### src/rtl/sync_ram_dual_multi_w_if.sv
// Bus for sync_ram_dual_multi_w: per-port posted-write handshake plus the
// single registered read port and the idle flag.
interface sync_ram_dual_multi_w_if #(
  parameter int unsigned num_in  = 4,
  parameter int unsigned d_width = 8,
  parameter int unsigned a_width = 4
);
  logic [num_in-1:0]  wr_valid;
  logic [num_in-1:0]  wr_ready;
  logic [a_width-1:0] wr_addr [num_in];
  logic [d_width-1:0] wr_data [num_in];
  logic [a_width-1:0] address_r;
  logic [d_width-1:0] data_out;
  logic               idle;

  modport master (
    output wr_valid, wr_addr, wr_data, address_r,
    input  wr_ready, data_out, idle
  );

  modport slave (
    input  wr_valid, wr_addr, wr_data, address_r,
    output wr_ready, data_out, idle
  );
endinterface

### src/rtl/sync_ram_dual_multi_w.sv
// Multi-write-port RAM: one posted-write slot per port, one round-robin commit per cycle.
// Define SYNC_RAM_WRITE_FORWARD_EN to forward same-edge committed data to the read port.
module sync_ram_dual_multi_w #(
  parameter int unsigned num_in  = 4,
  parameter int unsigned d_width = 8,
  parameter int unsigned a_width = 4
) (
  input logic                     clk,
  input logic                     reset_n,
  sync_ram_dual_multi_w_if.slave  bus
);
  localparam int unsigned depth = 2 ** a_width;
  localparam int unsigned ptr_w = (num_in > 1) ? $clog2(num_in) : 1;

  logic [num_in-1:0]  pend_q;
  logic [a_width-1:0] addr_q [num_in];
  logic [d_width-1:0] data_q [num_in];
  logic [ptr_w-1:0]   rr_q;
  logic [d_width-1:0] mem [depth];
  logic [d_width-1:0] data_out_q;

  logic               commit_en;
  logic [ptr_w-1:0]   commit_idx;
  logic [ptr_w-1:0]   cand;
  logic [a_width-1:0] commit_addr;
  logic [d_width-1:0] commit_data;
  logic [d_width-1:0] rd_data;

  // Scan from the highest offset down so the slot nearest rr_q wins.
  always_comb begin
    commit_en  = 1'b0;
    commit_idx = '0;
    cand       = '0;
    for (int k = num_in - 1; k >= 0; k--) begin
      cand = ptr_w'((32'(rr_q) + 32'(k)) % num_in);
      if (pend_q[cand]) begin
        commit_en  = 1'b1;
        commit_idx = cand;
      end
    end
  end

  assign commit_addr = addr_q[commit_idx];
  assign commit_data = data_q[commit_idx];

  always_comb begin
    rd_data = mem[bus.address_r];
`ifdef SYNC_RAM_WRITE_FORWARD_EN
    if (commit_en && (commit_addr == bus.address_r)) begin
      rd_data = commit_data;
    end
`endif
  end

  // Accept and commit are mutually exclusive per slot: accept needs !pend, commit needs pend.
  always_ff @(posedge clk or negedge reset_n) begin
    if (!reset_n) begin
      pend_q     <= '0;
      rr_q       <= '0;
      data_out_q <= '0;
    end else begin
      for (int i = 0; i < num_in; i++) begin
        if (bus.wr_valid[i] && !pend_q[i]) begin
          pend_q[i] <= 1'b1;
        end else if (commit_en && (commit_idx == ptr_w'(i))) begin
          pend_q[i] <= 1'b0;
        end
      end
      if (commit_en) begin
        rr_q <= (commit_idx == ptr_w'(num_in - 1)) ? '0 : commit_idx + ptr_w'(1);
      end
      data_out_q <= rd_data;
    end
  end

  always_ff @(posedge clk) begin
    for (int i = 0; i < num_in; i++) begin
      if (bus.wr_valid[i] && !pend_q[i]) begin
        addr_q[i] <= bus.wr_addr[i];
        data_q[i] <= bus.wr_data[i];
      end
    end
  end

  // Memory contents survive reset.
  always_ff @(posedge clk) begin
    if (commit_en) begin
      mem[commit_addr] <= commit_data;
    end
  end

  assign bus.wr_ready = ~pend_q;
  assign bus.idle     = ~|pend_q;
  assign bus.data_out = data_out_q;
endmodule

### src/flat_wrapper.sv
// flat-port wrapper written by rule: the top's interface ports become plain ports
module sync_ram_dual_multi_w_flat 
#(
  parameter int unsigned num_in  = 4,
  parameter int unsigned d_width = 8,
  parameter int unsigned a_width = 4
)
  (clk, reset_n, bus_wr_valid, bus_wr_addr, bus_wr_data, bus_address_r, bus_wr_ready, bus_data_out, bus_idle);
  sync_ram_dual_multi_w_if #(.num_in(num_in), .d_width(d_width), .a_width(a_width)) bus_i ();
  input logic clk;
  input logic reset_n;
  input wire logic [$bits(bus_i.wr_valid)-1:0] bus_wr_valid;
  input wire logic [$bits(bus_i.wr_addr)-1:0] bus_wr_addr;
  input wire logic [$bits(bus_i.wr_data)-1:0] bus_wr_data;
  input wire logic [$bits(bus_i.address_r)-1:0] bus_address_r;
  output wire logic [$bits(bus_i.wr_ready)-1:0] bus_wr_ready;
  output wire logic [$bits(bus_i.data_out)-1:0] bus_data_out;
  output wire logic [$bits(bus_i.idle)-1:0] bus_idle;
  assign bus_i.wr_valid = bus_wr_valid;
  assign bus_i.wr_addr = {>>{bus_wr_addr}};
  assign bus_i.wr_data = {>>{bus_wr_data}};
  assign bus_i.address_r = bus_address_r;
  assign bus_wr_ready = bus_i.wr_ready;
  assign bus_data_out = bus_i.data_out;
  assign bus_idle = bus_i.idle;
  sync_ram_dual_multi_w #(.num_in(num_in), .d_width(d_width), .a_width(a_width)) u_core (.clk(clk), .reset_n(reset_n), .bus(bus_i));
endmodule
### config.mk
export PLATFORM = sky130hd
export DESIGN_NAME = sync_ram_dual_multi_w_flat
export DESIGN_NICKNAME = d
export VERILOG_FILES = /design/src/rtl/sync_ram_dual_multi_w_if.sv /design/src/rtl/sync_ram_dual_multi_w.sv /design/src/flat_wrapper.sv
export SDC_FILE = /design/constraint.sdc
export NUM_CORES = 1
export LEC_CHECK = 0
export CAP_MARGIN = 20
export CORE_MARGIN = 2
export CORE_UTILIZATION = 51
export CTS_CLUSTER_SIZE = 12
export DETAILED_ROUTE_END_ITERATION = 12
export PLACE_DENSITY = 0.85
export SYNTH_ARGS = -nofsm -noshare
export SYNTH_HDL_FRONTEND = slang
export SYNTH_SLANG_ARGS = --single-unit
### constraint.sdc
create_clock -name clk -period 2.7 [get_ports clk]
set_clock_uncertainty 0.15 [all_clocks]
set_input_delay 0.54 -clock clk [delete_from_list [all_inputs] [get_ports clk]]
set_output_delay 0.54 -clock clk [all_outputs]
set_load 0.01 [all_outputs]
=== Word-level counts from Yosys, hierarchy flattened ===
Memory sizes are Yosys's and may differ from the RTL's. A register that Yosys moved wholly into a read port is not among the register bits.
Index checks and enable logic that the tools add are counted.

* Add/sub/neg operators: 4
* Equal/unequal tests: 3
* Reduce and logical (&&, ||, !) cells: 20
* Order comparisons: 4
* Bitwise operators: 1
* Multiplexer cells: 35

{| class="wikitable"
|+ Operators with widths
! kind !! count
|-
| 1-bit two-way mux || 26
|-
| 2-bit by 3-bit less-than comparator with 1-bit output, second input constant || 4
|-
| 2-bit two-way mux || 5
|-
| 1-bit binary-select mux with 2-bit select || 4
|-
| 1-bit logical AND || 8
|-
| 2-bit nonzero test || 4
|-
| 1-bit logical NOT || 6
|-
| 2-bit by 1-bit adder with 2-bit output, second input constant || 2
|-
| 2-bit adder, second input constant || 2
|-
| 2-bit equality test, second input constant || 2
|-
| 4-bit inverter || 1
|-
| 4-bit OR reduction || 1
|-
| 2-bit by 1-bit equality test with 1-bit output, second input constant || 1
|-
| 2-bit logical NOT || 1
|}

* Bits in writable memories: 176
* Bits of input ports: 58
* Memories: 3
* Word-level logic and storage cells: 75
* Bits in registers: 6
* Output and inout port bits: 13

{| class="wikitable"
|+ Memory list
! memory !! words !! bits a word !! rd ports !! clocked after Yosys merged registers in !! write ports !! RTL line !! RTL
|-
| u_core.mem || 16 || 8 || 1 || 1 || 1 || sync_ram_dual_multi_w.sv:19 || <nowiki>logic [d_width-1:0] mem [depth];</nowiki>
|-
| u_core.data_q || 4 || 8 || 1 || 0 || 4 || sync_ram_dual_multi_w.sv:17 || <nowiki>logic [d_width-1:0] data_q [num_in];</nowiki>
|-
| u_core.addr_q || 4 || 4 || 1 || 0 || 4 || sync_ram_dual_multi_w.sv:16 || <nowiki>logic [a_width-1:0] addr_q [num_in];</nowiki>
|}

=== Logic depth before layout (Yosys ltp) ===
Gate-level depths: netlist of the first run.

* Depth after elaboration: 11
* Mapped depth: 10
* Depth with buffers taken out: 7

=== Worst setup path after synthesis of the first run ===
OpenSTA, ideal clock, no wires.

* Kind: register -> register
* Start: reg u_core.rr_q[1]
* End: mem u_core.mem[10][0] (enable)
* Data arrival time: 2.277 ns
* Library setup time: 0.383 ns
* Path slack: -0.111 ns
* Data required time: 2.167 ns
* Cell stages (with the launch flop): 10
* Path through: dfrtp_1 > buf_4 > mux2i_1 > nor2_2 > nor3_4 > inv_2 > buf_6 > mux2i_1 > mux2_2 > nor3_1

* Word-level cells in the longest chain between the ends: 9

{| class="wikitable"
|+ Ends and longest elaborated chain
! element !! RTL line !! RTL
|-
| start, declared || sync_ram_dual_multi_w.sv:18 || <nowiki>logic [ptr_w-1:0] rr_q;</nowiki>
|-
| start signal, assigned || sync_ram_dual_multi_w.sv:70 || <nowiki>rr_q <= (commit_idx == ptr_w'(num_in - 1)) ? '0 : commit_idx + ptr_w'(1);</nowiki>
|-
| parallel branches: the longest is 9 deep, another holds memory 4 x 4 bit || - ||
|-
| end, declared || sync_ram_dual_multi_w.sv:19 ||
|}

Parallel ways; which one is timed is not known. The select of a mux whose other input is x is not followed.

=== Worst setup path in the final report of the first run ===
* Start: reg u_core.pend_q[1]
* End: out bus_idle

* Word-level cells in the longest chain between the ends: 2

{| class="wikitable"
|+ Ends and longest elaborated chain
! element !! RTL line !! RTL
|-
| start, declared || sync_ram_dual_multi_w.sv:15 || <nowiki>logic [num_in-1:0] pend_q;</nowiki>
|-
| start signal, assigned || sync_ram_dual_multi_w.sv:58 || <nowiki>pend_q <= '0;</nowiki>
|-
| start signal, assigned by index || sync_ram_dual_multi_w.sv:64 || <nowiki>pend_q[i] <= 1'b1;</nowiki>
|-
| start signal, assigned by index || sync_ram_dual_multi_w.sv:66 || <nowiki>pend_q[i] <= 1'b0;</nowiki>
|-
| 4-bit OR reduction || sync_ram_dual_multi_w.sv:93 || <nowiki>assign bus.idle = ~|pend_q;</nowiki>
|-
| 1-bit logical NOT || sync_ram_dual_multi_w.sv:93 ||
|-
| end, declared || flat_wrapper.sv:18 || <nowiki>output wire logic [$bits(bus_i.idle)-1:0] bus_idle;</nowiki>
|}

Every way passes these cells.

==> key figures, run 1 <==
Outcome
  – Result of the run: completed

Critical path
  – Maximum fanout encountered on the critical timing path: 7
  – Crit path arrival time: 1980 ps
  – Length in cells of the worst reg-to-reg path: 7
  – R2R Path Start: u_core.rr_q[1]$_DFFE_PN0P_
  – Timing startpoint of the critical path: u_core.pend_q[1]$_DFFE_PN0P_
  – Kind of end point of the critical path: primary output
  – Path type of the worst setup path: reg2out
  – Worst Setup Start Kind: flop
  – Data required time of the critical path: 2010 ps

Pwr
  – Clock power frac: 20.1%
  – Final Power: 0.0130 W
  – P_int: between 0.008 and 0.009 W
  – Sequential share of power: 43.3%
  – Total power per unit cell area: 1390 nW/um2
  – Largest voltage drop on the vdd net: roughly 0.9 mV
  – Static leakage: 3.18 nW
  – Share of total power consumed by net switching: about a third
  – Relative contribution of combinational cells to total power: 36.7%
  – Psw: 0.00433 W

Global routing
  – GRT Util Overall: between 20% and 30%
  – Initial antenna violation count: 0
  – Aggregate global routing overflow: 0
  – Pin count of the biggest net entering global routing: 33
  – Global-route wire length before repair: 24,100 um
  – Via count of the first global-routing pass: around 4,300

STA
  – Endpoints failing setup: 0
  – Final critical-path share of the clock period: 99.0%
  – Slew at the pin closest to its max-slew limit: 774 ps
  – Maximum clock frequency: 0.374 GHz
  – Final Slew Violations: 0
  – Unrepaired setup endpoints after global routing: true
  – Final hold violations: 0
  – Rel. slew slack: approximately half
  – Min Clock Period, post-route: 2670 ps
  – Worst hold margin: 411 ps

Route
  – Via-per-instance ratio: 5.81
  – Iteration-0 DRC Markers: approximately 360
  – Router iterations before antenna repair: 5
  – Remaining design rule violation count: 0
  – Count of vias placed by the detailed router: 3,966
  – Drt wl/cell: 22.5 um
  – Number of nets with antenna violations after detailed routing: 0
  – Total length of routed wires: around 15,000 um

Final layout
  – Highest-count cells in the layout ignoring fill and taps: sky130_fd_sc_hd__edfxtp_1 (176), sky130_fd_sc_hd__clkdlybuf4s50_1 (69), sky130_fd_sc_hd__mux4_2 (40)
  – Layout-stage area growth over the synthesis result: 25.2%
  – Final net count: 548
  – Number of inserted filler cells in the final layout: around 900
  – Ant. Diodes: 0
  – Most common library cell in the layout ignoring fill and taps: sky130_fd_sc_hd__edfxtp_1
  – Fraction of layout cells with a size suffix above 1: between 20% and 30%
  – Final standard cell count with taps included and fillers excluded: 683

Floorplan
  – Core area: 14,400 um2
  – Floorplan die width: 125 um
  – Top-level I/O count: 71
  – Standard-cell rows: 44
  – Area enclosed by the die boundary: approximately 16,000 um2
  – Effective utilization at floorplan: a little over 50%
  – Vertical die dimension: 125 um

Flow run
  – Maximum capacitance violations: 0

Synth
  – Total number of yosys warnings: 0
  – FFs w/ async S/R, synth: 7.37%
  – Number of synthesized flops with an enable pin: around 180
  – Library cell with the largest summed area after synthesis: sky130_fd_sc_hd__edfxtp_1
  – Syn Inst Count: 376
  – Register bit total from synthesis: 190
  – Count of cell types in the netlist: 40
  – Synthesized netlist net count: 438
  – Combined area of all synthesized cells: 7430 um2
  – Synthesized area per cell: 19.7 um2
  – Ranking of synthesized cells by area: sky130_fd_sc_hd__edfxtp_1 (71%), sky130_fd_sc_hd__mux4_2 (12%), sky130_fd_sc_hd__dfrtp_1 (4.7%)
  – Synth Flop Type: sky130_fd_sc_hd__edfxtp_1
  – Fraction of post-synthesis cell area in the top cell type by area: 71.2%
  – Share of synthesized area occupied by flip-flops and latches: 75.9%

CTS
  – Clock input transition at the sequential cells of the worst setup and hold paths: 70 ps
  – Count of hold buffers inserted by post-cts repair: 0
  – Clock latency on the worst-skew pair: 430 ps
  – Maximum level of the CTS H-tree: 4
  – CTS tree: built
  – CTS max path bufs: 2
  – CTS Root Cell: sky130_fd_sc_hd__clkbuf_16
  – Clock net sink count: 190
  – Number of buffers inserted during clock tree synthesis: 17

Min path
  – Worst min-delay path category: in2async

Placed design
  – Final Wtd Congestion: 0.845
  – Detailed placement HPWL: 10,300 um
  – IO Port Bufs: 70
  – Number of placed cells counting well taps: 649
-- cells by family after synthesis --
family / after synthesis / synth area share (%)
AO/OA/AOI/OAI: 33 / 3.07
buffers and inverters: 24 / 1.53
adder cells (fa/ha/maj): 4 / 0.674
multiplexers: 50 / 13.6
AND/OR/NAND/NOR: 75 / 5.26
flip-flops: 190 / 75.9
-- worst max-delay path: stages (launching register included) --
cell and delay, ps:
sky130_fd_sc_hd__dfrtp_2 480, sky130_fd_sc_hd__nor4_2 340, sky130_fd_sc_hd__buf_4 180, sky130_fd_sc_hd__clkdlybuf4s50_1 550
-- power by group through the flow --
stage	Sequential [W]	Clock, W	Combinational (W)
floorplan	0.00553	0	0.00259
global placement	0.00556	0	0.00429
detailed placement	0.00564	0	0.00451
CTS	0.00559	0.00263	0.00462
global route	0.00569	0.00275	0.00518
finish	0.00561	0.00260	0.00476
-- state kept, by name, summed over array words and instances, names as in the netlist --
signal	count
u_core.pend_q	4
u_core.mem	128
u_core.addr_q	16
u_core.data_q	32
u_core.rr_q	2
u_core.bus.data_out	8
-- cells in the mapped netlist (3+ instances only) --
library cell                 n
sky130_fd_sc_hd__a31oi_1     8
sky130_fd_sc_hd__dfrtp_1    14
sky130_fd_sc_hd__buf_2       7
sky130_fd_sc_hd__nand4_1     3
sky130_fd_sc_hd__ha_1        4
sky130_fd_sc_hd__nor3_1     16
sky130_fd_sc_hd__mux4_2     40
sky130_fd_sc_hd__nor2b_1     4
sky130_fd_sc_hd__nand3_1     3
sky130_fd_sc_hd__inv_1       5
sky130_fd_sc_hd__o31ai_1     3
sky130_fd_sc_hd__mux2i_1     6
sky130_fd_sc_hd__nand2_1    32
sky130_fd_sc_hd__a21oi_1     5
sky130_fd_sc_hd__o21bai_1    4
sky130_fd_sc_hd__mux2_2      3
sky130_fd_sc_hd__and3_1     10
sky130_fd_sc_hd__edfxtp_1  176
sky130_fd_sc_hd__a21o_1      3
sky130_fd_sc_hd__clkbuf_1    5
-- path summary, 6_finish.rpt --
kind | end | slack [ps]
setup / recovery | bus_idle | 30
hold / removal | u_core.bus.data_out[6]$_DFF_PN0_ | 410
setup reg to reg | u_core.mem[1][2]$_DFFE_PP_ | 40
hold reg to reg | u_core.rr_q[0]$_DFFE_PN0P_ | 490
max in group asynchronous | u_core.rr_q[1]$_DFFE_PN0P_ | 1450
min in group clk | u_core.rr_q[0]$_DFFE_PN0P_ | 490
-- metrics by stage --
step           worst slack (ps)  instance area (um2)  TNS, ps  util [%]
3_5_place_dp              -41.8                 8580     -803      59.7
5_1_grt                   -77.1                 9300    -3180      64.7
2_1_floorplan              -111                 7450    -8360         -
6_report                   27.7                 9300        0      64.7
4_1_cts                    15.6                 9220        0      64.2
3_3_place_gp               69.0                 8580        0      59.7
-- what timing repair did --
item | CTS | global route
gates cloned | 0 | 0
resized for setup | 2 | 17
pin swaps | 0 | 1
setup endpoints to repair | 56 | 129
buffers inserted | 0 | 2
-- cell type report --
cell class	count	area, um2	area share [%]
Sequential cell	190	5640	60.7
Clock buffer	22	464	4.99
Tap cell	184	230	2.48
Inverter	7	28.8	0.309
Clock inverter	10	161	1.74
Multi-Input combinational cell	162	1760	19.0
Timing Repair Buffer	108	1010	10.9
-- per-layer routing --
layer	vias to the layer above	track usage (%)	routed length (um)
li1	1750	-	-
met1	2009	26.8	5900
met2	181	35.6	8130
met3	26	5.28	1010
met4	0	7.93	345
met5	-	0	0
(Power assumes the default switching activity.)
==> run 2: changes to the inputs <==
- CORE_UTILIZATION: 51 -> 50
- PLACE_DENSITY: 0.85 -> 0.84
==> key figures, run 2 (same netlist as run 1, synthesis figures left out) <==
Outcome
  – Result of the run: complete, but fails checks (was completed)
  – Violations in the final reports: setup timing

Floorplan
  – Effective utilization at floorplan: 51.1% (was 51.7%)
  – Core area: 14,500 um2 (was 14,400 um2)
  – Vertical die dimension: 126 um (was 125 um)
  – Floorplan die width: 126 um (was 125 um)
  – Top-level I/O count: 71 (unchanged)
  – Area enclosed by the die boundary: 15,800 um2 (was 15,500 um2)
  – Standard-cell rows: 44 (unchanged)

CTS
  – CTS max path bufs: 2 (unchanged)
  – CTS tree: built (unchanged)
  – Clock net sink count: 190 (unchanged)
  – Maximum level of the CTS H-tree: 4 (unchanged)
  – Clock latency on the worst-skew pair: 440 ps (was 430 ps)
  – CTS Root Cell: sky130_fd_sc_hd__clkbuf_16 (unchanged)
  – Clock input transition at the sequential cells of the worst setup and hold paths: 70 ps (about the same)
  – Number of buffers inserted during clock tree synthesis: 17 (unchanged)

Global routing
  – Aggregate global routing overflow: 0 (unchanged)
  – Via count of the first global-routing pass: 4,212 (was 4,285)
  – Global-route wire length before repair: 23,600 um (was 24,100 um)
  – Pin count of the biggest net entering global routing: 33 (unchanged)
  – GRT Util Overall: 20.4% (was 21.1%)
  – Initial antenna violation count: 0 (unchanged)

Critical path
  – R2R Path Start: u_core.rr_q[1]$_DFFE_PN0P_ (unchanged)
  – Length in cells of the worst reg-to-reg path: 8 (was 7)
  – Crit path arrival time: 2700 ps (was 1980 ps)
  – Path type of the worst setup path: reg2reg (was reg2out)
  – Maximum fanout encountered on the critical timing path: 8 (was 7)
  – Capturing element of the worst setup path: u_core.mem[15][5]$_DFFE_PP_ (was bus_idle)
  – Kind of end point of the critical path: flop (was primary output)
  – Data required time of the critical path: 2690 ps (was 2010 ps)
  – Flop2flop setup slack: -10 ps (was 40 ps)
  – Worst Setup Start Kind: flop (unchanged)
  – Timing startpoint of the critical path: u_core.rr_q[1]$_DFFE_PN0P_ (was u_core.pend_q[1]$_DFFE_PN0P_)
  – Crit Reg-Reg Endpoint: u_core.mem[15][5]$_DFFE_PP_ (was u_core.mem[1][2]$_DFFE_PP_)

Route
  – Iteration-0 DRC Markers: 484 (was 363)
  – Router iterations before antenna repair: 6 (was 5)
  – Number of nets with antenna violations after detailed routing: 0 (unchanged)
  – Drt wl/cell: 22.7 um (was 22.5 um)
  – Total length of routed wires: 15,600 um (was 15,400 um)
  – Via-per-instance ratio: 5.76 (was 5.81)
  – Remaining design rule violation count: 0 (unchanged)
  – Count of vias placed by the detailed router: 3,953 (was 3,966)

STA
  – Maximum clock frequency: 0.369 GHz (was 0.374 GHz)
  – Min Clock Period, post-route: 2710 ps (was 2670 ps)
  – Final critical-path share of the clock period: 100% (was 99.0%)
  – Endpoints failing setup: 8 (was 0)
  – Unrepaired setup endpoints after global routing: true (unchanged)
  – Total Negative Setup Slacks: -71.1 ps (was 0 ps)
  – Final hold violations: 0 (unchanged)
  – Setup slack after layout: -10.7 ps (was 27.7 ps)
  – Slew at the pin closest to its max-slew limit: 761 ps (was 774 ps)
  – Rel. slew slack: 49.1% (was 48.3%)
  – Worst hold margin: 395 ps (was 411 ps)
  – Final Slew Violations: 0 (unchanged)

Pwr
  – Psw: 0.00447 W (was 0.00433 W)
  – Sequential share of power: 42.7% (was 43.3%)
  – Final Power: 0.0131 W (was 0.0130 W)
  – Total power per unit cell area: 1400 nW/um2 (was 1390 nW/um2)
  – Share of total power consumed by net switching: 34.0% (was 33.3%)
  – Clock power frac: 19.8% (was 20.1%)
  – Largest voltage drop on the vdd net: 0.911 mV (was 0.924 mV)
  – Relative contribution of combinational cells to total power: 37.5% (was 36.7%)
  – Static leakage: 3.20 nW (was 3.18 nW)
  – P_int: 0.00867 W (was 0.00865 W)

Final layout
  – Final net count: 551 (was 548)
  – Util after Layout: 64.4% (was 64.7%)
  – Fraction of layout cells with a size suffix above 1: 30.3% (was 28.1%)
  – Highest-count cells in the layout ignoring fill and taps: sky130_fd_sc_hd__edfxtp_1 (176), sky130_fd_sc_hd__clkdlybuf4s50_1 (69), sky130_fd_sc_hd__mux4_2 (40) (unchanged)
  – Ant. Diodes: 0 (unchanged)
  – Final standard cell count with taps included and fillers excluded: 686 (was 683)
  – Layout-stage area growth over the synthesis result: 26.1% (was 25.2%)
  – Reg with most FFs: u_core.mem (unchanged)
  – Biggest regs: u_core.mem x128, u_core.data_q x32, u_core.addr_q x16 (unchanged)
  – Number of inserted filler cells in the final layout: 963 (was 923)
  – Most common library cell in the layout ignoring fill and taps: sky130_fd_sc_hd__edfxtp_1 (unchanged)
  – Number of flip-flops in the largest register: 128 (unchanged)

Min path
  – Worst min-delay path category: in2async (unchanged)

Placed design
  – Number of placed cells counting well taps: 650 (was 649)
  – IO Port Bufs: 70 (unchanged)
  – Final Wtd Congestion: 0.779 (was 0.845)
  – Detailed placement HPWL: 10,200 um (was 10,300 um)

Flow run
  – Maximum capacitance violations: 0 (unchanged)
run 2: cell count changes in the layout (fill, tap and decap cells not counted), sizes merged:
cell	change
clkbuf	-4
inv	+3
clkinv	+2
buf	+2
run 2: final cells by class:
cell class                 instances  area, um2  share of cell area [%]
multi-input combinational        162       1810                    19.4
inverter                           7       28.8                   0.307
clock buffer                      17        425                    4.54
clock inverter                    15        193                    2.06
timing repair buffer             111       1030                    11.0
sequential                       190       5640                    60.2
tap                              184        230                    2.46
run 2: what timing repair did:
item	CTS	global route
gates resized for setup	7	23
setup endpoints to repair	81	129
gates cloned	0	0
hold buffers	0	0
pin swaps	0	1
buffers inserted	0	4
run 2: power groups by stage:
| stage | logic [W] | registers [W] | clock network (W) |
|---|---|---|---|
| floorplan | 0.00259 | 0.00553 | 0 |
| global placement | 0.00430 | 0.00556 | 0 |
| detailed placement | 0.00451 | 0.00563 | 0 |
| CTS | 0.00462 | 0.00560 | 0.00263 |
| global route | 0.00532 | 0.00569 | 0.00276 |
| finish | 0.00493 | 0.00561 | 0.00260 |
run 2: worst min path at each step:
stage / start / to / slack, ps
final: reset_n / u_core.bus.data_out[6]$_DFF_PN0_ / 390
after global routing: reset_n / u_core.bus.data_out[7]$_DFF_PN0_ / 440
after CTS: reset_n / u_core.bus.data_out[6]$_DFF_PN0_ / 410
after detailed placement: u_core.rr_q[0]$_DFFE_PN0P_ / u_core.rr_q[0]$_DFFE_PN0P_ / 480
after global placement: u_core.rr_q[0]$_DFFE_PN0P_ / u_core.rr_q[0]$_DFFE_PN0P_ / 460
after floorplan: reset_n / u_core.bus.data_out[0]$_DFF_PN0_ / 90
run 2: critical path: stages, from the launching register on:
cell                      delay (ps)
sky130_fd_sc_hd__dfrtp_2         440
sky130_fd_sc_hd__mux2i_2         260
sky130_fd_sc_hd__nor2_2          110
sky130_fd_sc_hd__nor3_4          300
sky130_fd_sc_hd__inv_4           120
sky130_fd_sc_hd__mux2i_2         210
sky130_fd_sc_hd__mux2_4          360
sky130_fd_sc_hd__nor3_1          240
sky130_fd_sc_hd__buf_4           220
run 2: layer usage:
layer	track usage, %	up-vias	part of all wire (%)
met2	34.2	198	52
met4	6.01	0	1.8
met3	6.16	20	6.9
met1	26.3	1983	39
li1	-	1752	-
met5	0	-	0
run 2: stage by stage:
stage	setup slack (ps)	area, um2
detailed placement	-123	8590
CTS	16.2	9240
global route	-113	9370
global placement	-11.5	8590
floorplan	-111	7450
finish	-10.7	9370
==> run 3: changes to the inputs <==
- HOLD_SLACK_MARGIN: default -> 0.06
==> results of run 3 <==
Final layout, timing and power as in run 2 (identical DEF).
==> edit 1: new RTL, settings of run 1 <==
`num_in` is set to 4 in 3 places; all go to 2.
--- a/src/rtl/sync_ram_dual_multi_w_if.sv
+++ b/src/rtl/sync_ram_dual_multi_w_if.sv
@@ -1,7 +1,7 @@
 // Bus for sync_ram_dual_multi_w: per-port posted-write handshake plus the
 // single registered read port and the idle flag.
 interface sync_ram_dual_multi_w_if #(
-  parameter int unsigned num_in  = 4,
+  parameter int unsigned num_in  = 2,
   parameter int unsigned d_width = 8,
   parameter int unsigned a_width = 4
 );
--- a/src/rtl/sync_ram_dual_multi_w.sv
+++ b/src/rtl/sync_ram_dual_multi_w.sv
@@ -1,7 +1,7 @@
 // Multi-write-port RAM: one posted-write slot per port, one round-robin commit per cycle.
 // Define SYNC_RAM_WRITE_FORWARD_EN to forward same-edge committed data to the read port.
 module sync_ram_dual_multi_w #(
-  parameter int unsigned num_in  = 4,
+  parameter int unsigned num_in  = 2,
   parameter int unsigned d_width = 8,
   parameter int unsigned a_width = 4
 ) (
--- a/src/flat_wrapper.sv
+++ b/src/flat_wrapper.sv
@@ -1,7 +1,7 @@
 // flat-port wrapper written by rule: the top's interface ports become plain ports
 module sync_ram_dual_multi_w_flat 
 #(
-  parameter int unsigned num_in  = 4,
+  parameter int unsigned num_in  = 2,
   parameter int unsigned d_width = 8,
   parameter int unsigned a_width = 4
 )
Interface: changed (resized bus_wr_addr, bus_wr_data, bus_wr_ready and bus_wr_valid); port bits go from 71 to 43. No check against the original RTL was run, so the function may have changed too.
==> edit 1 against run 1 <==
Design area decreased by 19%; utilization decreased by 2.1 points; global-route usage decreased by 1.4 points; synthesized cell count decreased by 24%; wire length decreased by 23%; sequential cell count decreased by 27; register-to-register slack improved by 0.28 ns; area after synthesis decreased by 15%; worst setup slack improved by 0.29 ns; critical path type is now reg2reg.
Power is not compared: it rests on default switching activity, and its combinational part moved more than twofold at a synthesized area within 25%.
==> edit 1: results (changes against run 1) <==
[run_status]
status=completed

[global_routing]
grtUsageMet3=0.0564  ; +0.00357
antenna_found_initial=0  ; unchanged
met1_usage=0.271  ; +0.00293
grt_pass1_wl_um=18600  ; -23%
grt_overflow_total=0  ; unchanged
use_met2=0.308  ; -0.0479
grt_use_total=0.198  ; -0.0136
grt_pass1_vias=3242  ; -24%

[routing]
wire_per_inst_um=23.0  ; +2.1%
drt-met1-wl_um=4810  ; -18%
drtPass1Iterations=4  ; -1
via_per_inst=5.87  ; +1.0%
finalWirelength_um=11800  ; -23%
met3_length_um=776  ; -23%
drtIter0Drc=255  ; -30%
wl_met2_um=6040  ; -26%

[logic_synthesis]
synth_fa_ha_area_frac=0  ; -0.00674
synth_top_cells_by_count=edfxtp_1 (152), mux4_2 (18), a22oi_1 (16), mux4_1 (14), nor3_1 (12)
async_flop_share=0.0675  ; -0.00620
synth-edff-count=152  ; -14%
synthMuxAreaShare=0.148  ; +0.0125
synth_compound_area_frac=0.0319  ; +0.00123
yosysSeqAreaShare=0.771  ; +0.0121
synthCells=286  ; -24%
yosys-top-cells-area=edfxtp_1 (73%), mux4_2 (6.5%), mux4_1 (5.9%)
yosysUniqueCellTypes=29  ; -28%
synth_nets=318  ; -27%

[cts]
clockBufferDepth=2  ; unchanged
cts-resized-gates=0  ; -2
cts_setup_buffers=0  ; unchanged
cts_htree_levels=4  ; unchanged
clkLatencyLatePin_ns=0.42

[final_layout]
fillerInstances=797  ; -14%
top_regs=u_core.mem x128, u_core.data_q x16
drive_gt1_frac=0.224  ; -0.0565
nNetsFinal=385  ; -30%

[place]
gp_congestion=0.793  ; -6.1%
place_ws_ns=0.331  ; +0.373 ns
dp_hpwl_um=7680  ; -25%
placed_cell_area_um2=6930  ; -19%
port_buffers=42  ; -40%
place_inst=481  ; -26%

[power_and_ir_drop]
p_per_area_nw_per_um2=848
irDropWorstVdd_v=0.000420

[critical_path]
worst-r2r-setup-slack_ns=0.32  ; +0.28 ns
critPathSlowestCell=and3_1
cpLargestDelayFamily=simple AND/OR/NAND/NOR gates
path_max_fanout=8  ; +1
worstPathArrival_ns=2.28  ; +0.30 ns
rr_endpoint=u_core.mem[3][7]
rr_startpoint=u_core.rr_q
reg2reg_depth=4  ; -3

[timing]
worst_pin_slew_ns=0.678  ; -0.0961 ns
timing.hold.ws_ns=0.382  ; -0.0290 ns

## edit 1: final cells by class
| type | count | share of cell area |
|---|---|---|
| multi-input combinational | 107 | 0.176 |
| sequential | 163 | 0.644 |
| tap | 147 | 0.0245 |
| clock inverter | 14 | 0.0205 |
| inverter | 4 | 0.00200 |
| clock buffer | 18 | 0.0571 |
| timing repair buffer | 60 | 0.0766 |
## edit 1: power breakdown
part | internal (µW) | switching (µW)
Sequential | 3140 | 79.0
Clock | 1370 | 952
Combinational | 335 | 502
Total | 4840 | 1530
## edit 1: worst max path at each step
stage	from	end	slack (ns)	cells past startpoint
2_1_floorplan	u_core.rr_q	u_core.mem[0][0]	0.38	4
3_3_place_gp	bus_address_r[0]	u_core.bus.data_out[0]	0.36	5
3_5_place_dp	u_core.rr_q	u_core.mem[3][3]	0.33	4
4_1_cts	u_core.rr_q	u_core.mem[3][6]	0.31	4
5_1_grt	u_core.pend_q[1]	u_core.mem[12][0]	0.19	5
6_report	u_core.rr_q	u_core.mem[3][7]	0.32	4
==> edit 2: new RTL, settings of run 1 <==
Without the edit above. Reset style: synchronous (`reset_n`), changed in one clocked block.
--- a/src/rtl/sync_ram_dual_multi_w.sv
+++ b/src/rtl/sync_ram_dual_multi_w.sv
@@ -53,7 +53,7 @@
   end
 
   // Accept and commit are mutually exclusive per slot: accept needs !pend, commit needs pend.
-  always_ff @(posedge clk or negedge reset_n) begin
+  always_ff @(posedge clk) begin
     if (!reset_n) begin
       pend_q     <= '0;
       rr_q       <= '0;
Check against the original RTL: differs if reset_n is asserted again (counterexample within 4 cycles, from zero or initial values and one cycle with reset_n low); with reset_n held inactive, the same outputs for 4 cycles.
==> edit 2 against run 1 <==
Worst setup slack better by 0.059 ns; register-to-register slack better by 0.07 ns; design area hardly changed; area after synthesis is 0.47% higher; wire length is 2.1% higher; sequential cell count stayed put; critical path type unchanged; critical endpoint unchanged.
Power is not compared: it rests on default switching activity, and its combinational part moved more than twofold at a synthesized area within 25%.
==> edit 2: results (changes against run 1) <==
[logic_synthesis]
synth_top_cells_by_count=edfxtp_1 (176), mux4_2 (40), nand2_1 (36), dfxtp_1 (14), and3_1 (10)
async_flop_share=0  ; -0.0737
synth_nets=449  ; +2.5%
yosysUniqueCellTypes=44  ; +10%
yosys-top-cells-area=edfxtp_1 (71%), mux4_2 (12%), dfxtp_1 (3.8%)

[critical_path]
worstPathArrival_ns=1.92  ; -0.06 ns
path_max_fanout=6  ; -1
worst-r2r-setup-slack_ns=0.11  ; +0.07 ns
rr_startpoint=u_core.pend_q[3]
reg2reg_depth=8  ; +1
worstSetupStartpoint=u_core.pend_q[0]
rr_endpoint=u_core.mem[11][4]

[final_layout]
fillerInstances=937  ; +1.5%
nNetsFinal=559  ; +2.0%
drive_gt1_frac=0.267  ; -0.0139

[worst_hold_path]
min_path_type=reg2reg

[routing]
drtIter0Drc=325  ; -10%
via_per_inst=5.83  ; +0.42%
finalWirelength_um=15700  ; +2.1%
vias=4047  ; +2.0%
drtPass1Iterations=5  ; unchanged

[place]
placed_cell_area_um2=8630  ; +0.55%
dp_hpwl_um=10300  ; about the same
gp_congestion=0.885  ; +4.7%

[run_status]
status=completed

[global_routing]
grt_pass1_wl_um=24200  ; +0.20%
grt_pass1_vias=4218  ; -1.6%

[timing]
slew_headroom=0.567  ; +0.0847

-- edit 2: cell types whose count changed in the layout (fill, tap and decap cells not counted), sizes merged, moves of 4 or more --
cell | run 1 | this run
inv | 7 | 14
dfrtp | 14 | 0
and2 | 0 | 8
o21ai | 1 | 6
clkbuf | 22 | 17
nor3b | 0 | 7
dfxtp | 0 | 14
nand2 | 32 | 36
and3b | 1 | 6
nor3 | 17 | 3
nor2 | 1 | 5
o21bai | 4 | 0
-- edit 2: worst min-delay path by stage --
stage,start,endpoint,slack (ns),cells after the start
after CTS,u_core.rr_q[1],u_core.rr_q[1],0.45,2
after global placement,u_core.rr_q[1],u_core.rr_q[1],0.40,2
final,u_core.rr_q[1],u_core.rr_q[1],0.41,2
after global routing,u_core.rr_q[1],u_core.rr_q[1],0.43,2
after floorplan,u_core.rr_q[1],u_core.rr_q[1],0.36,2
after detailed placement,u_core.rr_q[1],u_core.rr_q[1],0.44,2
-- edit 2: logic make-up after synthesis --
family	synth area share
compound gates	0.0287
fa+ha+maj	0.00671
buf+inv	0.0163
flops	0.746
mux	0.130
simple gates	0.0728
-- edit 2: where the power goes --
part / leakage, µW / internal (µW) / switching, µW / total [µW]
Clock: 0.000303 / 1490 / 1120 / 2610
Combinational: 0.00116 / 541 / 725 / 1270
Sequential: 0.00173 / 3680 / 89.3 / 3770
-- edit 2: metal layers --
layer	GRT usage	wire, µm	vias up
met3	0.0543	935	35
li1	-	-	1769
met2	0.366	8080	171
met1	0.256	6200	2072
met5	0	0	-
met4	0.0843	493	0
-- edit 2: timing repair --
action	CTS	global route
pin swaps	1	2
resized for setup	4	5
buffers inserted	2	2
endpoints found under the setup margin	59	204
gates cloned	0	0
-- edit 2: worst reg2reg max path, delay by kind of cell, from the launching register on --
kind	cells	cell delay [ns]
simple gates	3	0.66
mux	2	0.52
buf+inv	2	0.36
compound gates	1	0.20
flops	1	0.40
-- edit 2: per-stage QoR --
stage | setup WS [ns] | utilization | power, µW | std cells | setup TNS, ns
after detailed placement | -0.0598 | 0.598 | 5060 | 658 | -1.14
after floorplan | 0.0804 | - | 4480 | 387 | 0
after global placement | 0.0727 | 0.598 | 4990 | 658 | 0
after global routing | -0.000249 | 0.645 | 7920 | 694 | -0.000249
final | 0.0870 | 0.645 | 7650 | 694 | 0
after CTS | 0.0169 | 0.643 | 7660 | 692 | 0
-- edit 2: layout make-up --
type,instances,share of cell area
clock buffer,17,0.0457
tap,184,0.0247
inverter,7,0.00323
clock inverter,15,0.0214
sequential,190,0.598
multi-input combinational,172,0.194
timing repair buffer,109,0.113
